File: src/rtl/amb_ext.sv
// amb_ext: accumulator CPU core with carry/zero flags, branches, HALT and a ready-handshaked data port
module amb_ext #(
    parameter int DATA_W = 16,
    parameter int ADDR_W = 8,
    parameter int OPCODE_W = 4,
    parameter logic [ADDR_W-1:0] RST_PC = '0
) (
    input  logic                clk,
    input  logic                rst_n,
    output logic [ADDR_W-1:0]   pc,
    input  logic [OPCODE_W-1:0] opcode,
    input  logic [ADDR_W-1:0]   operand,
    output logic                dreq,
    output logic                we,
    input  logic                dready,
    input  logic [DATA_W-1:0]   ddatain,
    output logic [DATA_W-1:0]   accum,
    output logic                carry,
    output logic                zero,
    output logic                halted
);
    typedef enum logic [1:0] {EXEC, WAIT, HALT} state_t;
    state_t state;
    logic [3:0] op;
    logic legal;
    logic is_mem;
    logic is_halt;
    logic wr_acc;
    logic c_nxt;
    logic [ADDR_W-1:0] pc_inc;
    logic [ADDR_W-1:0] pc_nxt;
    logic [DATA_W-1:0] acc_nxt;
    logic [DATA_W:0] sum;
    logic [DATA_W:0] diff;

    assign op = opcode[3:0];
    assign legal = (opcode >> 4) == '0;
    assign is_mem = legal && op >= 4'h1 && op <= 4'h7;
    assign is_halt = legal && op == 4'hF;
    assign dreq = rst_n && state != HALT && is_mem;
    assign we = dreq && op == 4'h2;
    assign pc_inc = pc + ADDR_W'(1);
    assign sum = {1'b0, accum} + {1'b0, ddatain};
    assign diff = {1'b0, accum} - {1'b0, ddatain};

    // Result of the current instruction, committed only on the cycle it completes
    always_comb begin
        acc_nxt = accum;
        c_nxt = carry;
        pc_nxt = pc_inc;
        wr_acc = 1'b0;
        if (legal) begin
            case (op)
                4'h1: begin
                    acc_nxt = ddatain;
                    wr_acc = 1'b1;
                end
                4'h3: begin
                    {c_nxt, acc_nxt} = sum;
                    wr_acc = 1'b1;
                end
                4'h4: begin
                    {c_nxt, acc_nxt} = diff;
                    wr_acc = 1'b1;
                end
                4'h5: begin
                    acc_nxt = accum & ddatain;
                    c_nxt = 1'b0;
                    wr_acc = 1'b1;
                end
                4'h6: begin
                    acc_nxt = accum | ddatain;
                    c_nxt = 1'b0;
                    wr_acc = 1'b1;
                end
                4'h7: begin
                    acc_nxt = accum ^ ddatain;
                    c_nxt = 1'b0;
                    wr_acc = 1'b1;
                end
                4'h8: begin
                    {c_nxt, acc_nxt} = {accum, 1'b0};
                    wr_acc = 1'b1;
                end
                4'h9: begin
                    {acc_nxt, c_nxt} = {1'b0, accum};
                    wr_acc = 1'b1;
                end
                4'hA: begin
                    acc_nxt = DATA_W'(operand);
                    wr_acc = 1'b1;
                end
                4'hB: pc_nxt = operand;
                4'hC: pc_nxt = zero ? operand : pc_inc;
                4'hD: pc_nxt = carry ? operand : pc_inc;
                4'hE: pc_nxt = !zero ? operand : pc_inc;
                default: ;
            endcase
        end
    end

    // Sequencer: stall in WAIT until memory is ready, park in HALT until reset
    always_ff @(posedge clk) begin
        if (!rst_n) begin
            state <= EXEC;
            pc <= RST_PC;
            accum <= '0;
            carry <= 1'b0;
            zero <= 1'b0;
            halted <= 1'b0;
        end else if (state != HALT) begin
            if (is_halt) begin
                state <= HALT;
                halted <= 1'b1;
            end else if (is_mem && !dready) begin
                state <= WAIT;
            end else begin
                state <= EXEC;
                pc <= pc_nxt;
                accum <= acc_nxt;
                carry <= c_nxt;
                if (wr_acc) zero <= acc_nxt == '0;
            end
        end
    end
endmodule
File: config.mk
export PLATFORM = sky130hd
export DESIGN_NAME = amb_ext
export DESIGN_NICKNAME = d
export VERILOG_FILES = /design/src/rtl/amb_ext.sv
export SDC_FILE = /design/constraint.sdc
export NUM_CORES = 1
export LEC_CHECK = 0
export ABC_AREA = 1
export BUFFER_PORTS_ARGS = -buffer_cell sky130_fd_sc_hd__buf_2
export CORE_ASPECT_RATIO = 0.9
export CORE_MARGIN = 3
export CORE_UTILIZATION = 50
export CTS_BUF_LIST = sky130_fd_sc_hd__clkbuf_8
export DETAILED_ROUTE_END_ITERATION = 16
export GPL_TIMING_DRIVEN = 1
export HOLD_SLACK_MARGIN = 0.03
export PLACE_DENSITY = 0.7
export SLEW_MARGIN = 25
export SYNTH_ARGS = -nofsm -noshare
export SYNTH_HDL_FRONTEND = slang
export SYNTH_SLANG_ARGS = --single-unit
File: constraint.sdc
create_clock -name clk -period 2.31 [get_ports clk]
set_clock_uncertainty 0.05 [all_clocks]
set_input_delay 0.462 -clock clk [delete_from_list [all_inputs] [get_ports clk]]
set_output_delay 0.462 -clock clk [all_outputs]
set_load 0.1 [all_outputs]
### After elaboration in Yosys (flattened, before gate mapping)

Index checks and enable logic that the tools add are counted.
W data, S select, Z words.

* $add $sub $neg: 3
* multipliers: 0
* divide/modulo/power cells: 0
* $lt $le $gt $ge: 2
* equality and inequality tests: 16
* shift-type cells: 0
* mux-type cells: 9
* bitwise gates (word level): 5
* reductions and logical operators: 14

Operator list (count)
* $pmux W16 S9: 1
* $eq A4 B4 Y1 const B: 8
* $pmux W8 S4: 1
* $mux W8: 3
* $add A16 B16 Y17: 1
* $sub A16 B16 Y17: 1
* $and A16 B16 Y16: 1
* $eq A4 B3 Y1 const B: 4
* $logic_not A16 Y1: 1
* $or A16 B16 Y16: 1
* $xor A16 B16 Y16: 1
* $reduce_or A9 Y1: 1
* $add A8 B1 Y8 const B: 1
* $eq A4 B2 Y1 const B: 2
* $reduce_and A4 Y1: 2
* $logic_and A1 B1 Y1: 5
* $pmux W1 S5: 1
* $reduce_bool A5 Y1: 1
* $eq A4 B1 Y1 const B: 1
* $ge A4 B1 Y1 const B: 1
* $le A4 B3 Y1 const B: 1
* $reduce_and A3 Y1: 1
* $reduce_or A3 Y1: 1
* $mux W1: 2
* 5 further kinds: 6

* register bits after elaboration: 29
* latch bits: 0
* memory bits (writable): 0
* bits in read-only memories: 0
* input port bits: 31
* output and inout bits: 29
* logic and storage cells: 55
* memories: 0

### Longest topological paths before layout

* word-level depth: 5
* mapped depth: 18
* gate-level depth less buffers: 17

### Least setup slack after synthesis

Ideal clock, no wire load.

* kind: input -> output
* start point: input rst_n
* end point: output we
* arrival: 2810 ps
* data required time: 1798 ps
* path slack: -1012 ps
* stages on the path: 3
* path buffers: 1
* path through: clkbuf_1 > nand3_1 > nor3_1

* word-level cells in the longest chain between the ends: 3

Ends and longest elaborated chain
* from (decl): RTL line 9 `input logic rst_n,`
* $logic_and A1 B1 Y1 (2 in a row): RTL line 40 `assign dreq = rst_n && state != HALT && is_mem;`
* $logic_and A1 B1 Y1: RTL line 41 `assign we = dreq && op == 4'h2;`
* to (decl): RTL line 14 `output logic we,`

No other way between the ends.

### Worst setup path in the final report

* start point: register accum[0]
* end point: register zero

* word-level cells in the longest chain between the ends: 3
* elaborated cells between the ends (all ways): 7
* classes of those cells: add/sub: 2; mux: 1; bitwise: 3; reduce/logical: 1

Ends and longest elaborated chain
* from (decl): RTL line 17 `output logic [DATA_W-1:0] accum,`
* from (signal assigned): RTL line 120 `accum <= acc_nxt;`
* $sub A16 B16 Y17 (tied with other cells): RTL line 44 `assign diff = {1'b0, accum} - {1'b0, ddatain};`
* $pmux W16 S9 *: RTL line 53 `case (op)`
* $logic_not A16 Y1 *: RTL line 122 `if (wr_acc) zero <= acc_nxt == '0;`
* to (signal assigned): RTL line 109 `zero <= 1'b0;`
* to (signal assigned): RTL line 122
* to (decl): RTL line 19 `output logic zero,`

Mark *: on every way between the ends. The rest lies on a longest branch, timed or not.
A chain may end at the register's enable or synchronous reset.

==> impl_metrics.ini <==
[status]
result_of_the_run = finished, violations left
violations_in_the_final_reports = negative setup slack

[placed_design]
gpl.final_weighted_congestion = 1.13
hpwlAfterDp_mm = 16.0
dp.cells = 1172
input_output_buffers = 59
placed_area_um2 = 6340

[sta]
remaining_max_slew_budget_at_the_tightest_pin_pct = 41.4
worst-slew-pin-transition_ns = 0.878
final-max-slew-violation-count = 0
post-route-worst-setup-slack_ns = -0.0454
post-route-min-period_ns = 2.36
grt_setup_unrepaired = yes
post-route-period-util_pct = 102
setup_viol_count_final = 1
hold_violations = 0
max_freq_mhz = 425
worst_hold_slack_ns = 0.408

[synth]
synth_top_area_share_pct = 20.1
syn_nets = 940
synth_area_leader_cell = sky130_fd_sc_hd__nand2_1
ys_seq_area_share_pct = 12.4
synthesis.yosys.warnings = 0
synthesis.area_per_instance_um2 = 5.47
synth_cell_type_count = 34
synth_cells = 855
synth_area_leaders = sky130_fd_sc_hd__nand2_1 20%, sky130_fd_sc_hd__ha_1 14%, sky130_fd_sc_hd__dfxtp_1 12%, sky130_fd_sc_hd__inv_1 11%, sky130_fd_sc_hd__nand3_1 9.8%
synth-seq-cells = 29
synthesis.area_um2 = 4680

[detailed_routing]
first_iter_violations = 812
drt-pass1-iter-count = 6
wl_per_cell_um = 17.0
final_ant_viol_nets = 0
route.final.wire_length_mm = 20.1
vias = 6687
drc = 0
vias_per_cell = 5.64

[floorplanning]
chipHeight_um = 97.8
initial_utilization_pct = 52.9
die_width_um = 108
io_pins = 60
dieArea_um2 = 10600
row_count = 32
design.core.area_um2 = 8850

[cts]
clock_tree.root_cell = sky130_fd_sc_hd__clkbuf_8
cts_tree = done
postCtsHoldBufs = 0
clock_tree.buffer_depth = 2
worst_setup_hold_path_clk_slew_ns = 0.08
numClockSinks = 29
clk_latency_ns = 0.29
htreeDepth = 2
clock_buffer_count_from_cts = 5

[layout]
nNetsFinal = 1150
final_design_area_no_fill_um2 = 6800
drive_gt1_share_pct = 30.7
finish.cell_count_without_fillers = 1185
postLayoutCoreUtil_pct = 76.8
n_antenna_cell = 0
filler_cell_count = 716
synthToLayoutAreaGrowth_pct = 45.3

[worst_setup_path]
critical_path_arrival_ns = 2.53
worstPathCellList = inv_4 > ha_4 > inv_4 > fa_2 > xnor2_2 > nand2_1 > nand3_2 > nor2_1 > nand2_1 > o21ai_1 > nand2_1 > nor2_2 > nand3_2 > nor2_2 > nand3_1 > a21oi_1
cp-end-kind = flop
critical_path_buf_inv_count = 2
timing.critical_path.slowest_stage_cell = sky130_fd_sc_hd__fa_2
critPathLaunchType = flop
timing.critical_path.fanout_max = 4
worst-endpoint-required_ns = 2.49
critical-path-top-cell-by-count = sky130_fd_sc_hd__nand2_1
crit_type = reg -> reg
slowest_delay_ns = 0.40
crit_family = simple AND/OR/NAND/NOR gates

[power_and_ir_drop]
power_density_over_cell_area_nw_per_um2 = 456
power.total_mw = 3.10
cellLeakagePower_nw = 3.71
ir_drop_mv = 0.400

[global_routing]
grt_util_met3_pct = 6.35
grt_use_met1_pct = 46.8
grt.busiest_layer = met2
gr-total-overflow = 0
grt_start_max_net_pins = 17
grt_first_pass_wirelength_mm = 31.0
first_global_vias = 6373
grt_util_all_layers_pct = 36.8
met2_usage_pct = 60.1
number_of_antenna_violations_at_the_first_check_in_global_routing = 0

[flow_run]
drv.max_cap_violation_count = 0

[min_path]
timing.hold.worst.class = in -> reg
worst min-delay path, cell delays in order:
cell and delay, ns:
sky130_fd_sc_hd__buf_2 0.07, sky130_fd_sc_hd__inv_1 0.03, sky130_fd_sc_hd__nand2_1 0.08, sky130_fd_sc_hd__nor3_1 0.05
metrics by stage:
| stage | TNS [ns] | worst slack (ns) |
|---|---|---|
| finish | -0.0454 | -0.0454 |
| global placement | -2.54 | -0.379 |
| floorplan | 0 | 0.000393 |
| detailed placement | -2.81 | -0.427 |
| CTS | -0.0591 | -0.0591 |
| global route | -0.238 | -0.144 |
worst paths after layout:
check	start	to	slack, ns	depth (start not counted)
max	accum[0]$_SDFFE_PN0P_	zero$_SDFFE_PN0P_	-0.05	16
min reg2reg	halted$_SDFFE_PN0P_	halted$_SDFFE_PN0P_	0.43	2
min	dready	state[0]$_SDFFE_PN0N_	0.41	4
max reg2reg	accum[0]$_SDFFE_PN0P_	zero$_SDFFE_PN0P_	-0.05	16
layout by cell type (no fill, tap or decap), types with 2 or more instances in the layout:
| cell type | instances |
|---|---|
| sky130_fd_sc_hd__inv_4 | 2 |
| sky130_fd_sc_hd__inv_1 | 133 |
| sky130_fd_sc_hd__nand2_1 | 242 |
| sky130_fd_sc_hd__fa_2 | 2 |
| sky130_fd_sc_hd__clkinv_2 | 2 |
| sky130_fd_sc_hd__a21oi_1 | 32 |
| sky130_fd_sc_hd__nor2_2 | 11 |
| sky130_fd_sc_hd__buf_4 | 166 |
| sky130_fd_sc_hd__o22ai_1 | 12 |
| sky130_fd_sc_hd__clkbuf_8 | 5 |
| sky130_fd_sc_hd__nor2_4 | 5 |
| sky130_fd_sc_hd__inv_2 | 10 |
| sky130_fd_sc_hd__o2111ai_1 | 2 |
| sky130_fd_sc_hd__a221oi_1 | 3 |
| sky130_fd_sc_hd__nand3_2 | 12 |
| sky130_fd_sc_hd__nor3_1 | 10 |
| sky130_fd_sc_hd__o211ai_1 | 5 |
| sky130_fd_sc_hd__dfxtp_1 | 14 |
| sky130_fd_sc_hd__nor2_1 | 87 |
| sky130_fd_sc_hd__dfxtp_4 | 14 |
| sky130_fd_sc_hd__nand2_2 | 12 |
| sky130_fd_sc_hd__nand4_1 | 18 |
| sky130_fd_sc_hd__ha_1 | 38 |
| sky130_fd_sc_hd__a31oi_1 | 2 |
| sky130_fd_sc_hd__a211oi_1 | 4 |
| sky130_fd_sc_hd__o21ai_1 | 5 |
| sky130_fd_sc_hd__buf_12 | 3 |
| sky130_fd_sc_hd__nor3_2 | 2 |
| sky130_fd_sc_hd__or2_2 | 2 |
| sky130_fd_sc_hd__buf_2 | 57 |
| sky130_fd_sc_hd__ha_4 | 14 |
| sky130_fd_sc_hd__nand3_1 | 80 |
| sky130_fd_sc_hd__a21oi_2 | 5 |
| sky130_fd_sc_hd__o21bai_1 | 3 |
| sky130_fd_sc_hd__o21ai_0 | 35 |
| sky130_fd_sc_hd__o221ai_1 | 9 |
where the power goes:
group	leakage [nW]	switching (mW)	internal [mW]
Sequential	0.248	0.0417	0.549
Clock	0.0491	0.229	0.205
Combinational	3.41	1.31	0.772
synthesized netlist by cell type:
library cell	instances
sky130_fd_sc_hd__a211oi_1	4
sky130_fd_sc_hd__a21oi_1	37
sky130_fd_sc_hd__a221oi_1	3
sky130_fd_sc_hd__a31oi_1	2
sky130_fd_sc_hd__and2_1	1
sky130_fd_sc_hd__buf_2	13
sky130_fd_sc_hd__buf_6	2
sky130_fd_sc_hd__clkbuf_1	8
sky130_fd_sc_hd__dfxtp_1	29
sky130_fd_sc_hd__fa_1	2
sky130_fd_sc_hd__ha_1	52
sky130_fd_sc_hd__inv_1	141
sky130_fd_sc_hd__inv_2	3
sky130_fd_sc_hd__nand2_1	251
sky130_fd_sc_hd__nand2_2	3
sky130_fd_sc_hd__nand3_1	92
sky130_fd_sc_hd__nand4_1	18
sky130_fd_sc_hd__nor2_1	101
sky130_fd_sc_hd__nor2_4	2
sky130_fd_sc_hd__nor3_1	12
sky130_fd_sc_hd__nor3_2	1
sky130_fd_sc_hd__nor4_1	1
sky130_fd_sc_hd__o2111ai_1	2
sky130_fd_sc_hd__o211ai_1	5
sky130_fd_sc_hd__o21ai_0	39
sky130_fd_sc_hd__o21ai_1	1
sky130_fd_sc_hd__o21bai_1	3
sky130_fd_sc_hd__o221ai_1	9
sky130_fd_sc_hd__o22ai_1	12
sky130_fd_sc_hd__o2bb2ai_1	1
sky130_fd_sc_hd__o31ai_1	1
sky130_fd_sc_hd__or2_2	2
sky130_fd_sc_hd__xnor2_1	1
sky130_fd_sc_hd__xor2_1	1
layout make-up:
type | instances | area, um^2 | share of cell area (%)
clock buffer | 5 | 68.8 | 1.01
clock inverter | 3 | 13.8 | 0.202
inverter | 144 | 546 | 8.02
multi-input combinational | 659 | 3800 | 55.8
sequential | 29 | 634 | 9.33
tap | 119 | 149 | 2.19
timing repair buffer | 226 | 1590 | 23.4
cells by family (layout without fill, tap and decap cells):
logic type,Yosys count,in the layout,synth area share (%)
AOI/OAI and AO/OA,119,119,15.0
xor gates and xnor gates,2,2,0.374
adders and majority gates,54,54,14.8
buffers and inverters,167,378,14.1
DFF,29,29,12.4
and+or+nand+nor,484,484,43.4
timing repair:
action | in CTS | in global routing
buffers inserted | 5 | 0
gates resized for setup | 29 | 53
pin swaps | 11 | 14
endpoints found under the setup margin | 5 | 12
state kept, by name, indices dropped and copies added (netlist names):
register / flops
accum: 16
pc: 8
state: 2
carry: 1
halted: 1
zero: 1
metal layers:
metal  vias up  part of all wire, %
met1      2978                   39
met3       106                   10
met4         0                  5.8
met5         -                    0
li1       3179                    -
met2       424                   45
Power figures use the tool's default switching activity.
